### src/rtl/jump_pkg.sv
// Shared types and default constants for the jump motion controller.
//   jstate_t : controller state (REST, RISE, FALL, COOL)
//   *_DEF    : default parameter values for jump_motion_ctrl
//   sat_add  : signed add clipped to an upper limit
package jump_pkg;

  typedef enum logic [1:0] {
    REST,
    RISE,
    FALL,
    COOL
  } jstate_t;

  localparam int W_DEF    = 10;
  localparam int DIV_DEF  = 2;
  localparam int V0_DEF   = 12;
  localparam int GRAV_DEF = 3;
  localparam int HOLD_DEF = 2;
  localparam int COOL_DEF = 6;
  localparam int MAXJ_DEF = 1;
  localparam int CUT_DEF  = 1;

  // Returns min(a + b, lim); used to cap the falling speed.
  function automatic int sat_add(input int a, input int b, input int lim);
    int s;
    s = a + b;
    return (s > lim) ? lim : s;
  endfunction

endpackage

### src/rtl/tick_div.sv
// Clock-enable divider: tick is high for one clk cycle out of every DIV.
//   clk   : system clock
//   Reset : synchronous, active-high; counter restarts at 0
//   tick  : high while the counter sits at DIV-1 (the next edge is a tick)
module tick_div #(
  parameter int DIV = 2
) (
  input  logic clk,
  input  logic Reset,
  output logic tick
);

  localparam int CW = (DIV > 1) ? $clog2(DIV) : 1;

  logic [CW-1:0] cnt_q, cnt_d;

  assign tick = (cnt_q == CW'(DIV - 1));

  always_comb begin
    cnt_d = tick ? '0 : cnt_q + 1'b1;
  end

  always_ff @(posedge clk) begin
    if (Reset) cnt_q <= '0;
    else       cnt_q <= cnt_d;
  end

endmodule

### src/rtl/jump_motion_ctrl.sv
// Gravity-model jump controller producing the ball's per-tick Y step.
//   clk           : system clock
//   Reset         : synchronous, active-high reset
//   Jump          : jump button level, synchronous to clk
//   Ball_Y_Motion : signed Y step for the current tick (held between ticks)
//   step          : one-clk pulse on every motion tick
//   airborne      : state is RISE or FALL
//   busy          : state is not REST
module jump_motion_ctrl
  import jump_pkg::*;
#(
  parameter int W          = W_DEF,
  parameter int HW         = W + 8,
  parameter int DIV        = DIV_DEF,
  parameter int V0         = V0_DEF,
  parameter int GRAV       = GRAV_DEF,
  parameter int HOLD       = HOLD_DEF,
  parameter int COOL_TICKS = COOL_DEF,
  parameter int MAX_JUMPS  = MAXJ_DEF,
  parameter int CUT_EN     = CUT_DEF
) (
  input  logic         clk,
  input  logic         Reset,
  input  logic         Jump,
  output logic [W-1:0] Ball_Y_Motion,
  output logic         step,
  output logic         airborne,
  output logic         busy
);

  localparam int HOLDW = (HOLD > 1) ? $clog2(HOLD) : 1;
  localparam int CCW   = (COOL_TICKS > 1) ? $clog2(COOL_TICKS) : 1;

  localparam logic [HOLDW-1:0]    HOLD_LAST = HOLDW'(HOLD - 1);
  localparam logic [CCW-1:0]      CC_INIT   = CCW'(COOL_TICKS - 1);
  localparam logic [1:0]          MAXJ      = 2'(MAX_JUMPS);
  localparam logic signed [W-1:0] VLAUNCH   = W'(-V0);

  jstate_t                state_q, state_d;
  logic signed [W-1:0]    vel_q, vel_d;
  logic signed [W-1:0]    mot_q, mot_d;
  logic [HOLDW-1:0]       hold_q, hold_d;
  logic [1:0]             jumps_q, jumps_d;
  logic [CCW-1:0]         cc_q, cc_d;
  logic signed [HW-1:0]   h_q, h_d;
  logic signed [HW-1:0]   land_sum;
  logic                   jp_q, jp_d;
  logic                   step_q;
  logic                   tick;
  logic                   press;
  logic                   launch;

  tick_div #(.DIV(DIV)) u_tick_div (
    .clk   (clk),
    .Reset (Reset),
    .tick  (tick)
  );

  assign press         = Jump & ~jp_q;
  assign Ball_Y_Motion = mot_q;
  assign step          = step_q;
  assign airborne      = (state_q == RISE) || (state_q == FALL);
  assign busy          = (state_q != REST);

  always_comb begin
    state_d  = state_q;
    vel_d    = vel_q;
    mot_d    = mot_q;
    hold_d   = hold_q;
    jumps_d  = jumps_q;
    cc_d     = cc_q;
    h_d      = h_q;
    jp_d     = jp_q;
    land_sum = h_q + HW'(vel_q);
    launch   = 1'b0;

    if (tick) begin
      jp_d  = Jump;
      mot_d = '0;
      unique case (state_q)
        REST: launch = press;
        RISE, FALL: begin
          if (press && (jumps_q < MAXJ)) begin
            launch = 1'b1;
          end else if ((CUT_EN != 0) && (state_q == RISE) && !Jump) begin
            vel_d   = '0;
            hold_d  = '0;
            state_d = FALL;
          end else begin
            if (hold_q == HOLD_LAST) begin
              vel_d  = W'(sat_add(int'(vel_q), GRAV, V0));
              hold_d = '0;
            end else begin
              hold_d = hold_q + 1'b1;
            end
            mot_d    = vel_d;
            state_d  = vel_d[W-1] ? RISE : FALL;
            // Landing: the step that would reach or pass ground is clipped
            // to -H so the ball returns exactly to ground level.
            land_sum = h_q + HW'(vel_d);
            if (!vel_d[W-1] && !land_sum[HW-1]) begin
              mot_d = W'(-h_q);
              if (COOL_TICKS == 0) begin
                state_d = REST;
              end else begin
                state_d = COOL;
                cc_d    = CC_INIT;
              end
            end
          end
        end
        COOL: begin
          if (cc_q == '0) state_d = REST;
          else            cc_d    = cc_q - 1'b1;
        end
        default: state_d = REST;
      endcase

      if (launch) begin
        vel_d   = VLAUNCH;
        hold_d  = '0;
        mot_d   = VLAUNCH;
        state_d = RISE;
        jumps_d = (state_q == REST) ? 2'd1 : jumps_q + 2'd1;
      end

      h_d = h_q + HW'(mot_d);
    end
  end

  always_ff @(posedge clk) begin
    if (Reset) begin
      state_q <= REST;
      vel_q   <= '0;
      mot_q   <= '0;
      hold_q  <= '0;
      jumps_q <= '0;
      cc_q    <= '0;
      h_q     <= '0;
      jp_q    <= 1'b1;
      step_q  <= 1'b0;
    end else begin
      state_q <= state_d;
      vel_q   <= vel_d;
      mot_q   <= mot_d;
      hold_q  <= hold_d;
      jumps_q <= jumps_d;
      cc_q    <= cc_d;
      h_q     <= h_d;
      jp_q    <= jp_d;
      step_q  <= tick;
    end
  end

  // Height is measured as -(height above ground), so it never goes positive.
  a_height_nonpos : assert property (@(posedge clk) disable iff (Reset)
    (h_q[HW-1] || (h_q == '0)));

endmodule

### config.mk
export PLATFORM = sky130hd
export DESIGN_NAME = jump_motion_ctrl
export DESIGN_NICKNAME = d
export VERILOG_FILES = /design/src/rtl/jump_pkg.sv /design/src/rtl/tick_div.sv /design/src/rtl/jump_motion_ctrl.sv
export SDC_FILE = /design/constraint.sdc
export NUM_CORES = 1
export LEC_CHECK = 0
export ABC_AREA = 1
export CAP_MARGIN = 15
export CORE_MARGIN = 10
export CORE_UTILIZATION = 50
export DETAILED_ROUTE_END_ITERATION = 8
export HOLD_SLACK_MARGIN = 0.03
export MAX_ROUTING_LAYER = met4
export PLACE_DENSITY = 0.79
export SLEW_MARGIN = 20
export SYNTH_ARGS = -nofsm -noshare
export SYNTH_HDL_FRONTEND = slang
export SYNTH_SLANG_ARGS = --single-unit
### constraint.sdc
create_clock -name clk -period 6.95 [get_ports clk]
set_clock_uncertainty 0.15 [all_clocks]
set_input_delay 1.39 -clock clk [delete_from_list [all_inputs] [get_ports clk]]
set_output_delay 1.39 -clock clk [all_outputs]
set_load 0.01 [all_outputs]
==> metrics.md <==
| Metric | Value |
|---|---|
| Post-synth net total | `597` |
| First-pass GRT wire length | `16.1 mm` |
| Initial core utilization | `0.519` |
| Crit-path max cell delay | `0.43 ns` |
| Rel. slew slack | `0.523` |
| Hold Violations, Final | `0` |
| Stages on worst setup path | `34` |
| Fillers | `689` |
| Bufs and invs on worst path | `5` |
| ANT nets after route | `0` |
| Critical setup path kind | `flop to flop` |
| IO Count | `16` |
| Nets | `613` |
| FF-to-FF path depth | `34` |
| Synth area leaders | `dfxtp_1 26%, ha_1 14%, nand2_1 10%` |
| DRC viols | `0` |
| Via-per-instance ratio | `5.43` |
| Num CTS Buffers | `5` |
| Cell row count | `31` |
| Place WS | `0.883 ns` |
| Final setup viols | `0` |
| Vias in the first global route | `3,556` |
| Worst setup EP type | `flop` |
| Die Footprint | `11,500 um2` |
| Worst hold stages | `2` |
| Setup TNS | `0 ns` |
| Yosys warning count | `0` |
| Total GRT Usage | `0.168` |
| Async S/R FF share, synth | `0` |
| CTS resizes | `0` |
| Initial antenna violation count | `0` |
| Iter 0 DRT Violations | `219` |
| TritonCTS clock tree | `done` |
| Dpl cell area | `4060 um2` |
| Hold Crit Class | `flop to flop` |
| Max Fanout on Critical Path | `13` |
| VDD IR max | `0.110 mV` |
| Total power | `726 uW` |
| Via count | `3,623` |
| Final non-filler cell area | `4150 um2` |
| Grt total ovfl | `0` |
| Largest net degree at the start of global routing | `24` |
| Mapped Avg Cell Area | `6.91 um2` |
| Unrepaired setup endpoints after global routing | `false` |
| Core Util, Final | `0.565` |
| Synth-to-Final Area Change | `8.87%` |
| Clock tree root driver cell | `clkbuf_8` |
| Worst-margin pin slew | `0.713 ns` |
| Fmax | `0.163 GHz` |
| Setup ws final | `0.804 ns` |
| Max Cap Viol | `0` |
| Most frequent cells in the layout | `101 x nand2_1, 74 x inv_1, 54 x a21oi_1, 49 x dfxtp_1, 43 x nor2_1` |
| H-tree depth | `2` |
| Status | `completed` |
| Leakage | `0.00187 uW` |
| Pwr Density | `175 nW/um2` |
| Post-CTS setup buffers | `0` |
| Syn Std Cell Area | `3810 um2` |
| Core area | `7330 um2` |
| CP max stage cell | `nor4_1` |
| Share of the synthesized area in the top cell type | `0.258` |
| Largest area contributor in the netlist | `dfxtp_1` |
| Main synth FF type | `dfxtp_1` |
| Post-synth EDFFs | `0` |
| Worst path most repeated cell | `nand2_1` |
| WL final | `9.20 mm` |
| Layout cells sized above 1 | `0.0810` |
| Post-detail-place hpwl | `7.21 mm` |
| Max clock buf depth | `2` |
| Clock slew at reported path FFs | `0.09 ns` |
| Worst-Skew Late Latency | `0.31 ns` |
| Startpoint types | `flop` |
| Commonest non-fill, non-tap cell in the layout | `nand2_1` |
| Placer Congestion | `0.883` |
| Chip Width | `107 um` |
| Critical Path RT | `7.00 ns` |
| Period utilization | `0.884` |
| Crit-path leading delay family | `simple AND/OR/NAND/NOR gates` |
| DR WL/cell | `13.8 um` |
| Yosys reg bits | `49` |
| Diode count | `0` |
| Number of I/O port buffers | `15` |
| Syn Inst Count | `551` |
| Sequential area share after synthesis | `0.258` |
| Clock sink count | `49` |
| Post-synthesis cell type count | `46` |
| CP arrival | `6.20 ns` |
| Final slew viol count | `0` |
| Crit path time final | `6.15 ns` |
| First-pass DRT Iterations | `4` |
| Die height | `107 um` |
| Hold-fix buffers at CTS | `0` |
==> state kept, by name (all words and copies together), names as in the netlist <==
name             flops
cc_q                 3
Ball_Y_Motion       10
h_q                 18
hold_q               1
vel_q               10
jp_q                 1
jumps_q              2
u_tick_div.tick      1
step                 1
state_q              2
==> path summary, 6_finish.rpt <==
| check | end | startpoint | slack [ns] |
|---|---|---|---|
| max | h_q[14] | vel_q[0] | 0.80 |
| min | Ball_Y_Motion[9] | Ball_Y_Motion[9] | 0.31 |
| max reg2reg | h_q[14] | vel_q[0] | 0.80 |
| min reg2reg | Ball_Y_Motion[9] | Ball_Y_Motion[9] | 0.31 |
==> worst register-to-register path: cells and delay by family (launching register included) <==
family / cells / cell delay, ns
buf+inv: 5 / 0.39
simple gates: 15 / 2.28
fa+ha+maj: 4 / 1.26
compound gates: 10 / 1.56
flops: 1 / 0.42
==> synthesized netlist by cell type, types with 3 or more instances <==
library cell,count
nand2_1,101
inv_1,74
a21oi_1,54
dfxtp_1,49
nor2_1,43
ha_1,42
o21ai_0,39
nand3_1,20
o21ai_1,12
nor3_1,10
nand2_2,9
clkbuf_1,7
a22o_1,6
a31oi_1,6
nand4_1,6
o21ai_2,6
a211oi_1,5
a21oi_2,5
inv_2,4
o22ai_1,4
xor2_1,4
a221oi_1,3
a22oi_1,3
nand3_2,3
nor4_1,3
o31ai_1,3
==> routing by layer <==
layer,track usage,part of all wire,wire length (um)
met1,0.211,0.48,4400
met5,-,0,0
met4,0.0397,0.0062,57
met2,0.281,0.48,4410
met3,0.0216,0.035,324
==> logic make-up (layout without fill, tap and decap cells) <==
family / Yosys count / after routing / share of synthesized area
adders and majority gates: 43 / 43 / 0.143
AOI/OAI and AO/OA: 157 / 157 / 0.246
DFF: 49 / 49 / 0.258
xor gates and xnor gates: 6 / 6 / 0.0138
buffers and inverters: 89 / 106 / 0.0900
and+or+nand+nor: 207 / 207 / 0.249
==> cell type report <==
type / instances / area [um2] / area share
Clock buffer: 7 / 76.3 / 0.0184
Clock inverter: 1 / 7.51 / 0.00181
Inverter: 80 / 300 / 0.0724
Multi-Input combinational cell: 413 / 2480 / 0.599
Sequential cell: 49 / 981 / 0.237
Tap cell: 99 / 124 / 0.0299
Timing Repair Buffer: 18 / 173 / 0.0417
==> per-stage QoR <==
step	hold slack [ns]	instances
after global placement	0.296	659
after CTS	0.316	667
after detailed placement	0.301	659
after floorplan	0.281	551
final	0.311	667
after global routing	0.331	667
==> where the power goes <==
group,internal [uW],switching [uW]
Sequential,295,16.2
Clock,71.5,96.4
Combinational,82.6,164
Total,449,277
Note: power is estimated with default switching activity, not from simulation.
